### src/rtl/roce_traffic_role.sv
// RoCE traffic-generator role: issues RDMA READ/WRITE commands, streams WRITE payload,
// tracks completions with bounded outstanding commands, timeout and ap_* handshake.
module roce_traffic_role #(
    parameter int unsigned C_M_AXIS_TX_META_TDATA_WIDTH   = 256,
    parameter int unsigned C_M_AXIS_TX_DATA_TDATA_WIDTH   = 512,
    parameter int unsigned C_S_AXIS_TX_STATUS_TDATA_WIDTH = 512,
    parameter int unsigned C_MAX_OUTSTANDING              = 8
) (
    input  logic                                          ap_clk,
    input  logic                                          areset,

    output logic                                          m_axis_tx_meta_tvalid,
    input  logic                                          m_axis_tx_meta_tready,
    output logic [C_M_AXIS_TX_META_TDATA_WIDTH-1:0]       m_axis_tx_meta_tdata,
    output logic [C_M_AXIS_TX_META_TDATA_WIDTH/8-1:0]     m_axis_tx_meta_tkeep,
    output logic                                          m_axis_tx_meta_tlast,

    output logic                                          m_axis_tx_data_tvalid,
    input  logic                                          m_axis_tx_data_tready,
    output logic [C_M_AXIS_TX_DATA_TDATA_WIDTH-1:0]       m_axis_tx_data_tdata,
    output logic [C_M_AXIS_TX_DATA_TDATA_WIDTH/8-1:0]     m_axis_tx_data_tkeep,
    output logic                                          m_axis_tx_data_tlast,

    input  logic                                          s_axis_tx_status_tvalid,
    output logic                                          s_axis_tx_status_tready,
    input  logic [C_S_AXIS_TX_STATUS_TDATA_WIDTH-1:0]     s_axis_tx_status_tdata,
    input  logic [C_S_AXIS_TX_STATUS_TDATA_WIDTH/8-1:0]   s_axis_tx_status_tkeep,
    input  logic                                          s_axis_tx_status_tlast,

    input  logic                                          ap_start,
    output logic                                          ap_idle,
    output logic                                          ap_done,
    output logic                                          ap_ready,

    input  logic [31:0]                                   ctrl_num_ops,
    input  logic                                          ctrl_op,
    input  logic [23:0]                                   ctrl_qpn,
    input  logic [31:0]                                   ctrl_length,
    input  logic [63:0]                                   ctrl_laddr,
    input  logic [63:0]                                   ctrl_raddr,
    input  logic [31:0]                                   ctrl_timeout,

    output logic [31:0]                                   stat_ok_cnt,
    output logic [31:0]                                   stat_err_cnt,
    output logic [31:0]                                   stat_cycles,
    output logic                                          stat_timeout
);

    localparam int unsigned META_W     = C_M_AXIS_TX_META_TDATA_WIDTH;
    localparam int unsigned DATA_W     = C_M_AXIS_TX_DATA_TDATA_WIDTH;
    localparam int unsigned DATA_BYTES = DATA_W / 8;
    localparam int unsigned DATA_WORDS = DATA_W / 32;
    localparam int unsigned BEAT_LOG   = $clog2(DATA_BYTES);
    localparam int unsigned OUT_W      = 8;

    typedef enum logic [2:0] {
        S_IDLE,
        S_ISSUE,
        S_DATA,
        S_DRAIN,
        S_DONE
    } state_t;

    state_t state_q, state_d;

    logic                  ap_start_r;
    logic [31:0]           num_q, num_d;
    logic                  op_q, op_d;
    logic [23:0]           qpn_q, qpn_d;
    logic [31:0]           len_q, len_d;
    logic [63:0]           laddr_q, laddr_d;
    logic [63:0]           raddr_q, raddr_d;
    logic [31:0]           to_q, to_d;
    logic [31:0]           issued_q, issued_d;
    logic [63:0]           offset_q, offset_d;
    logic [OUT_W-1:0]      out_q, out_d;
    logic [31:0]           beat_q, beat_d;
    logic [15:0]           data_k_q, data_k_d;

    logic                  meta_tvalid_d, meta_tlast_d;
    logic [META_W-1:0]     meta_tdata_d;
    logic [META_W/8-1:0]   meta_tkeep_d;
    logic                  data_tvalid_d, data_tlast_d;
    logic [DATA_W-1:0]     data_tdata_d;
    logic [DATA_BYTES-1:0] data_tkeep_d;
    logic                  status_tready_d;
    logic                  ap_idle_d, ap_done_d;
    logic [31:0]           ok_d, err_d, cycles_d;
    logic                  timeout_d;

    logic                  start_pulse, meta_hs, data_hs, st_hs, active, timeout_hit;
    logic [31:0]           beats_total;
    logic [BEAT_LOG-1:0]   len_rem;
    logic [DATA_BYTES-1:0] last_keep;
    logic                  status_unused;

    assign start_pulse   = ap_start & ~ap_start_r;
    assign meta_hs       = m_axis_tx_meta_tvalid & m_axis_tx_meta_tready;
    assign data_hs       = m_axis_tx_data_tvalid & m_axis_tx_data_tready;
    assign st_hs         = s_axis_tx_status_tvalid & s_axis_tx_status_tready;
    assign active        = (state_q == S_ISSUE) || (state_q == S_DATA) || (state_q == S_DRAIN);
    assign timeout_hit   = active && (to_q != 32'd0) && (stat_cycles == to_q - 32'd1);
    assign len_rem       = len_q[BEAT_LOG-1:0];
    assign beats_total   = (len_q >> BEAT_LOG) + 32'(|len_rem);
    assign status_unused = ^{s_axis_tx_status_tkeep, s_axis_tx_status_tlast,
                             s_axis_tx_status_tdata[C_S_AXIS_TX_STATUS_TDATA_WIDTH-1:1]};

    // Byte enables of the final payload beat; a zero remainder means a full beat.
    always_comb begin
        last_keep = '0;
        for (int unsigned i = 0; i < DATA_BYTES; i++) begin
            last_keep[i] = (len_rem == '0) || (i < 32'(len_rem));
        end
    end

    // Next-state, counters and next values of all registered outputs.
    always_comb begin
        state_d   = state_q;
        num_d     = num_q;
        op_d      = op_q;
        qpn_d     = qpn_q;
        len_d     = len_q;
        laddr_d   = laddr_q;
        raddr_d   = raddr_q;
        to_d      = to_q;
        issued_d  = issued_q;
        offset_d  = offset_q;
        out_d     = out_q;
        beat_d    = beat_q;
        data_k_d  = data_k_q;
        ok_d      = stat_ok_cnt;
        err_d     = stat_err_cnt;
        cycles_d  = stat_cycles;
        timeout_d = stat_timeout;

        unique case ({meta_hs, st_hs})
            2'b10:   out_d = out_q + OUT_W'(1);
            2'b01:   out_d = (out_q == '0) ? '0 : out_q - OUT_W'(1);
            default: out_d = out_q;
        endcase

        // A completion with nothing outstanding is treated as an error.
        if (st_hs) begin
            if (s_axis_tx_status_tdata[0] || ((out_q == '0) && !meta_hs)) begin
                err_d = stat_err_cnt + 32'd1;
            end else begin
                ok_d = stat_ok_cnt + 32'd1;
            end
        end

        if (active) begin
            cycles_d = stat_cycles + 32'd1;
        end

        unique case (state_q)
            S_IDLE: begin
                if (start_pulse) begin
                    num_d     = ctrl_num_ops;
                    op_d      = ctrl_op;
                    qpn_d     = ctrl_qpn;
                    len_d     = ctrl_length;
                    laddr_d   = ctrl_laddr;
                    raddr_d   = ctrl_raddr;
                    to_d      = ctrl_timeout;
                    issued_d  = 32'd0;
                    offset_d  = 64'd0;
                    out_d     = '0;
                    ok_d      = 32'd0;
                    err_d     = 32'd0;
                    cycles_d  = 32'd0;
                    timeout_d = 1'b0;
                    state_d   = (ctrl_num_ops == 32'd0) ? S_DONE : S_ISSUE;
                end
            end
            S_ISSUE: begin
                if (meta_hs) begin
                    issued_d = issued_q + 32'd1;
                    offset_d = offset_q + 64'(len_q);
                    data_k_d = issued_q[15:0];
                    beat_d   = 32'd0;
                    if (op_q && (len_q != 32'd0)) begin
                        state_d = S_DATA;
                    end else if (issued_q + 32'd1 == num_q) begin
                        state_d = S_DRAIN;
                    end
                end
            end
            S_DATA: begin
                if (data_hs) begin
                    if (m_axis_tx_data_tlast) begin
                        state_d = (issued_q == num_q) ? S_DRAIN : S_ISSUE;
                    end else begin
                        beat_d = beat_q + 32'd1;
                    end
                end
            end
            S_DRAIN: begin
                if (out_d == '0) begin
                    state_d = S_DONE;
                end
            end
            S_DONE: begin
                state_d = S_IDLE;
            end
            default: begin
                state_d = S_IDLE;
            end
        endcase

        if (timeout_hit) begin
            state_d   = S_DONE;
            timeout_d = 1'b1;
        end

        meta_tvalid_d = (state_d == S_ISSUE) && (out_d < OUT_W'(C_MAX_OUTSTANDING));
        meta_tdata_d  = '0;
        if (meta_tvalid_d) begin
            meta_tdata_d[23:0]    = qpn_d;
            meta_tdata_d[24]      = op_d;
            meta_tdata_d[95:32]   = laddr_d + offset_d;
            meta_tdata_d[159:96]  = raddr_d + offset_d;
            meta_tdata_d[191:160] = len_d;
        end
        meta_tkeep_d = meta_tvalid_d ? '1 : '0;
        meta_tlast_d = meta_tvalid_d;

        data_tvalid_d = (state_d == S_DATA);
        data_tlast_d  = data_tvalid_d && (beat_d == beats_total - 32'd1);
        data_tdata_d  = data_tvalid_d ? {DATA_WORDS{data_k_d, beat_d[15:0]}} : '0;
        data_tkeep_d  = data_tvalid_d ? (data_tlast_d ? last_keep : '1) : '0;

        status_tready_d = (state_d == S_ISSUE) || (state_d == S_DATA) || (state_d == S_DRAIN);
        ap_idle_d       = (state_d == S_IDLE);
        ap_done_d       = (state_d == S_DONE);
    end

    // State, context and output registers.
    always_ff @(posedge ap_clk or posedge areset) begin
        if (areset) begin
            state_q                 <= S_IDLE;
            ap_start_r              <= 1'b0;
            num_q                   <= '0;
            op_q                    <= 1'b0;
            qpn_q                   <= '0;
            len_q                   <= '0;
            laddr_q                 <= '0;
            raddr_q                 <= '0;
            to_q                    <= '0;
            issued_q                <= '0;
            offset_q                <= '0;
            out_q                   <= '0;
            beat_q                  <= '0;
            data_k_q                <= '0;
            m_axis_tx_meta_tvalid   <= 1'b0;
            m_axis_tx_meta_tdata    <= '0;
            m_axis_tx_meta_tkeep    <= '0;
            m_axis_tx_meta_tlast    <= 1'b0;
            m_axis_tx_data_tvalid   <= 1'b0;
            m_axis_tx_data_tdata    <= '0;
            m_axis_tx_data_tkeep    <= '0;
            m_axis_tx_data_tlast    <= 1'b0;
            s_axis_tx_status_tready <= 1'b0;
            ap_idle                 <= 1'b1;
            ap_done                 <= 1'b0;
            ap_ready                <= 1'b0;
            stat_ok_cnt             <= '0;
            stat_err_cnt            <= '0;
            stat_cycles             <= '0;
            stat_timeout            <= 1'b0;
        end else begin
            state_q                 <= state_d;
            ap_start_r              <= ap_start;
            num_q                   <= num_d;
            op_q                    <= op_d;
            qpn_q                   <= qpn_d;
            len_q                   <= len_d;
            laddr_q                 <= laddr_d;
            raddr_q                 <= raddr_d;
            to_q                    <= to_d;
            issued_q                <= issued_d;
            offset_q                <= offset_d;
            out_q                   <= out_d;
            beat_q                  <= beat_d;
            data_k_q                <= data_k_d;
            m_axis_tx_meta_tvalid   <= meta_tvalid_d;
            m_axis_tx_meta_tdata    <= meta_tdata_d;
            m_axis_tx_meta_tkeep    <= meta_tkeep_d;
            m_axis_tx_meta_tlast    <= meta_tlast_d;
            m_axis_tx_data_tvalid   <= data_tvalid_d;
            m_axis_tx_data_tdata    <= data_tdata_d;
            m_axis_tx_data_tkeep    <= data_tkeep_d;
            m_axis_tx_data_tlast    <= data_tlast_d;
            s_axis_tx_status_tready <= status_tready_d;
            ap_idle                 <= ap_idle_d;
            ap_done                 <= ap_done_d;
            ap_ready                <= ap_done_d;
            stat_ok_cnt             <= ok_d;
            stat_err_cnt            <= err_d;
            stat_cycles             <= cycles_d;
            stat_timeout            <= timeout_d;
        end
    end

endmodule

### config.mk
export PLATFORM = sky130hd
export DESIGN_NAME = roce_traffic_role
export DESIGN_NICKNAME = d
export VERILOG_FILES = /design/src/rtl/roce_traffic_role.sv
export SDC_FILE = /design/constraint.sdc
export NUM_CORES = 2
export LEC_CHECK = 0
export ABC_AREA = 1
export BUFFER_PORTS_ARGS = -buffer_cell sky130_fd_sc_hd__buf_2
export CAP_MARGIN = 25
export CORE_AREA = 2 2 692 694
export CTS_CLUSTER_SIZE = 14
export DETAILED_ROUTE_END_ITERATION = 6
export DIE_AREA = 0 0 694 696
export GPL_TIMING_DRIVEN = 0
export PLACE_DENSITY = 0.3
export SETUP_SLACK_MARGIN = 0.5
export SYNTH_ARGS = -nofsm -noshare
export SYNTH_HDL_FRONTEND = slang
export SYNTH_SLANG_ARGS = --single-unit
### constraint.sdc
create_clock -name ap_clk -period 61.4 [get_ports ap_clk]
set_clock_uncertainty 0.15 [all_clocks]
set_input_delay 0 -clock ap_clk [delete_from_list [all_inputs] [get_ports ap_clk]]
set_output_delay 0 -clock ap_clk [all_outputs]
set_load 0.01 [all_outputs]
# [Word level (Yosys, flattened, before mapping)]
# Index checks and enable logic that the tools add are counted.
[classes] addsub=13 magnitude_cmp=64 n_eq_ne=15 muxes=57 n_bitwise=5 reduce_logical=90
[ops] cell="32-bit 2-to-1 mux" count=19
[ops] cell="512-bit 2-to-1 mux" count=1
[ops] cell="64-bit 2-to-1 mux" count=8
[ops] cell="6-bit < comparator (first input constant)" count=31
[ops] cell="32-bit by 1-bit adder with 32-bit output (second input constant)" count=5
[ops] cell="160-bit 2-to-1 mux" count=1
[ops] cell="64-bit adder" count=2
[ops] cell="32-bit == test" count=4
[ops] cell="32-bit case mux with 2 select lines" count=2
[ops] cell="64-bit case mux with 2 select lines" count=1
[ops] cell="5-bit by 6-bit < comparator with 1-bit output (first input constant)" count=16
[ops] cell="1-bit logical OR" count=68
[ops] cell="64-bit by 32-bit adder with 64-bit output" count=1
[ops] cell="32-bit nonzero test" count=2
[ops] cell="4-bit by 6-bit < comparator with 1-bit output (first input constant)" count=8
[ops] cell="24-bit 2-to-1 mux" count=2
[ops] cell="32-bit zero test" count=1
[ops] cell="16-bit 2-to-1 mux" count=2
[ops] cell="32-bit by 1-bit subtractor with 32-bit output (second input constant)" count=1
[ops] cell="27-bit by 1-bit subtractor with 28-bit output (second input constant)" count=1
[ops] cell="26-bit by 1-bit adder with 27-bit output" count=1
[ops] cell="3-bit 2-to-1 mux" count=9
[ops] cell="25-bit 2-to-1 mux" count=1
[ops] cell="3-bit by 6-bit < comparator with 1-bit output (first input constant)" count=4
[ops] cell="27 further kinds" count=53
[word_totals] reg_bits=1301 out_inout_bits=969

# [Longest topological paths before layout]
[logic_depth] word_depth=11 depth_mapped=32 mapped_depth_nobuf=32

# [Worst setup path after synthesis]
# Ideal clock, no wire load.
[synth_path] path_kind="register -> register" from="register, netlist name m_axis_tx_meta_tkeep[30]" to="register m_axis_tx_meta_tdata[69]" setup_ps=145 arrival_time_ps=4127 setup_slack_ps=56978 stages_incl_launch_ff=19 path_buffers=3 path_cell_list="dfrtp_1 -> nand2_1 -> nor2_1 -> clkbuf_1 -> clkbuf_1 -> clkbuf_1 -> o21ai_0 -> o21ai_0 -> ha_1 -> a21o_1 -> a21oi_1 -> o21ai_0 -> a21oi_1 -> inv_1 -> nand2_1 -> nand2_1 -> a21oi_1 -> xor2_1 -> nor3_2"
[synth_rtl] element="end signal: assignment" line="286" text="m_axis_tx_meta_tdata <= meta_tdata_d;"
[synth_rtl] element="end: declaration" line="14" text="output logic [C_M_AXIS_TX_META_TDATA_WIDTH-1:0] m_axis_tx_meta_tdata,"

# [Worst setup path in the final report]
[layout_path] from="register ap_start_r" to="register m_axis_tx_meta_tdata[85]"
[layout_rtl] element="start: declaration" line="66" text="logic ap_start_r;"
[layout_rtl] element="start signal: assignment" line="272" text="ap_start_r <= ap_start;"
[layout_rtl] element="1-bit NOT" line="97" text="assign start_pulse = ap_start & ~ap_start_r;"
[layout_rtl] element="1-bit AND" line="97"
[layout_rtl] element="64-bit 2-to-1 mux" line="157" text="if (start_pulse) begin"
[layout_rtl] element="64-bit 2-to-1 mux" line="155" text="unique case (state_q)"
[layout_rtl] element="via laddr_d[2]" line="71" text="logic [63:0] laddr_q, laddr_d;"
[layout_rtl] element="64-bit adder" line="220" text="meta_tdata_d[95:32] = laddr_d + offset_d;"
[layout_rtl] element="160-bit 2-to-1 mux" line="217" text="if (meta_tvalid_d) begin"
[layout_rtl] element="via meta_tdata_d[85]" line="81" text="logic [META_W-1:0] meta_tdata_d;"
# The timed path passes the listed nets, and every way through them passes these cells.
# A chain may end at the register's enable or synchronous reset.

==> impl_metrics.yaml <==
run_status:
  run_status: "completed"
synthesis:
  synth.avg_cell_area_um2: 7.478
  synth_top_area_cell: "dfrtp_1"
  synthesis.instances: 7075
  synth_edf_count: 0
  synthTopCellsByCount: "1611 x nand2_1, 788 x dfrtp_1, 764 x inv_1"
  synth_seq_area_share: 0.3732
  synth-async-reset-ratio: 1.000
  ys.warnings.count: 0
  yosys.area.top_type_share: 0.3727
  synth-main-ff-cell: "dfrtp_1"
  mappedNetlistArea_um2: 52910
  synth_most_common_cell: "nand2_1"
  yosysUniqueCellTypes: 60
  synth.ff_latch_count: 789
  synth.area.top_cells: "dfrtp_1 37%, nand2_1 11%, buf_4 8.3%"
route:
  initialDrtViolationCount: 3606
  dr_total_vias: 53260
  remaining_drc_errors: 0
  wl_mm: 334.6
  via_per_instance_ratio: 3.468
  drtAntennaViolNets: 0
  routedWlPerCell_um: 21.79
  detailedRoute.firstPassIterationCount: 5
sta:
  period_share: 0.1448
  hold_viol: 0
  rsz0062_at_grt: "no"
  fin_setup_tns_ns: 0
  tightestPinTransition_ns: 1.083
  finalCriticalPeriod_ns: 8.892
  slew_violations: 0
  timing.slew.headroom: 0.2783
  maxClockFrequency_ghz: 0.1125
  finalWorstSetupSlack_ns: 52.51
  setup_viol_count_final: 0
  finalHoldWorstSlack_ns: 0.01850
setup_path:
  critical_path_buf_inv_count: 7
  critPathTopFamily: "simple AND/OR/NAND/NOR gates"
  timing.critical_path.cells: "nor2_1 > nand2_2 > inv_1 > clkbuf_2 > buf_12 > clkbuf_2 > buf_12 > clkbuf_2 > clkbuf_1 > nand2_1 > nand2_1 > ha_1 > nand3_1 > nand2_1 > a21oi_1 > o21ai_0 > a21oi_1 > o21ai_0 > nand2_1 > o211ai_1 > xnor2_1 > nor3_2"
  critical-path-max-stage-delay_ns: 0.83
  critical_path_peak_fanout: 10
  crit_path_frequent_cell: "nand2_1"
  critPathCaptureType: "register"
  cp.arrival_ns: 9.45
  timing_worst_setup_path_type: "register to register"
  critical_path_required_ns: 61.96
  critical_path_top_delay_cell: "o21ai_0"
  startpoint_type: "register"
grt:
  global_route_wire_length_before_repair_mm: 447.3
  globalRoute.totalOverflow: 0
  grt_max_degree: 109
  grt_antenna_before_repair: 107
  vias_in_the_first_global_route: 52430
  grt_util_all_layers: 0.1332
place:
  portBuffers: 1153
  placer_s_final_routability_congestion_estimate: 0.8548
  place.detailed.hpwl_mm: 283.3
  placedCellCount: 14630
  dp_worst_setup_slack_ns: 52.36
clock_network:
  clockBufferDepth: 4
  htreeDepth: 3
  root_buffer: "clkbuf_16"
  tritoncts: "yes"
  reg_clk_slew_reported_paths_ns: 0.06
  resized_after_cts: 0
  clk-insertion-delay-late_ns: 0.92
  cts_inserted_buffers: 121
  numClockSinks: 789
min_path:
  timing.hold.worst.class: "primary input to register"
final_layout:
  post_route_cells_drive_above_1_share: 0.2643
  final_net_count: 9978
  synthToLayoutAreaGrowth_pct: 45.63
  layout.filler_cells: 54810
  layout.cells.non_filler: 15360
die:
  design.portCount: 1801
  fp.dieH_um: 696
  fp-row-count: 254
  start_util: 0.1111
  die-width_um: 694
  floorplan.die_area_um2: 483000
  core_area_um2: 476400
power_and_ir_drop:
  power.leakage_nw: 37.77
  ir_drop_worst_vdd_mv: 0.02677
  p_per_area_nw_per_um2: 41.16
  report.power.total_w: 0.003171
run:
  cap_violations: 0
routing by layer:
| layer | track usage | share of wire | vias to the layer above |
|---|---|---|---|
| met5 | 0 | 0.00055 | - |
| met4 | 0.02282 | 0.018 | 28 |
| met3 | 0.02321 | 0.052 | 300 |
| met2 | 0.2264 | 0.47 | 1576 |
| met1 | 0.1774 | 0.46 | 25280 |
| li1 | - | - | 26080 |
tightest hold or removal path, cell delays in order:
cell	delay [ns]
dlygate4sd3_1	0.58
buf_2	0.12
nand2_1	0.04
nand2_1	0.16
cell type report:
| cell class | instances | area [µm²] | area share |
|---|---|---|---|
| sequential | 789 | 19750 | 0.2563 |
| clock buffer | 155 | 3366 | 0.04368 |
| multi-input combinational | 4816 | 25210 | 0.3272 |
| tap | 6272 | 7848 | 0.1019 |
| clock inverter | 64 | 845.8 | 0.01098 |
| buffer | 760 | 5324 | 0.06910 |
| antenna | 24 | 60.06 | 0.0007795 |
| timing repair buffer | 1697 | 11710 | 0.1520 |
| inverter | 780 | 2935 | 0.03810 |
layout by cell type, fill, tap and decap left out, drive strengths merged, types with 16 or more instances in the layout:
master	count
buf	1855
nand2	1624
dfrtp	788
inv	781
nor2	776
dlygate4sd3	482
o21ai	410
a21oi	398
nand3	328
nor3	296
clkbuf	275
ha	178
xor2	169
xnor2	90
or2	83
nand4	82
conb	71
a31oi	47
nor4	43
o21bai	37
clkinv	34
a21o	30
diode	24
nand3b	22
o21a	20
o211ai	20
o22ai	16
a211oi	16
bufinv	16
state kept, by name (all words and copies together), names as in the netlist, 3 cells and up:
signal	cells
state_q	3
num_q	32
qpn_q	24
offset_q	64
stat_ok_cnt	32
stat_cycles	32
to_q	32
stat_err_cnt	32
laddr_q	64
m_axis_tx_data_tdata	32
issued_q	32
beat_q	32
m_axis_tx_data_tkeep	64
len_q	32
m_axis_tx_meta_tdata	185
raddr_q	64
data_k_q	16
out_q	8
final timing paths:
path	depth (start not counted)	slack [ns]	start	end
setup / recovery	22	52.51	ap_start_r	m_axis_tx_meta_tdata[85]
hold / removal	4	0.02	ctrl_laddr[13]	laddr_q[13]
setup reg to reg	22	52.51	ap_start_r	m_axis_tx_meta_tdata[85]
hold reg to reg	2	0.33	data_k_q[15]	data_k_q[15]
max in group asynchronous	8	58.42	areset	m_axis_tx_data_tkeep[32]
min in group asynchronous	4	0.31	areset	qpn_q[21]
stage by stage:
step	util	cell area, µm²
after floorplan	-	53170
final	0.1617	77050
after global routing	0.1616	77010
after global placement	0.1402	66790
after CTS	0.1616	76990
after detailed placement	0.1426	67950
power breakdown:
group / internal (W) / leakage (nW) / switching [W]
logic: 0.000493 / 25.3 / 0.00113
clock network: 0.000454 / 2.05 / 0.000303
registers: 0.000668 / 10.4 / 0.000129
cell families (layout without fill, tap and decap cells):
logic type,Yosys count,in the layout,share of synthesized area
AO/OA/AOI/OAI,1032,1032,0.1088
XOR/XNOR,259,259,0.04288
adder cells (fa/ha/maj),181,181,0.04323
buffers and inverters,1540,3456,0.1553
flip-flops,789,789,0.3732
other,1,95,0.00007088
AND/OR/NAND/NOR,3273,3273,0.2765
what timing repair did:
item,in CTS,in global routing
hold endpoints to repair,864,0
buffers inserted,0,0
hold buffers,482,0
Note: power is estimated with default switching activity, not from simulation.
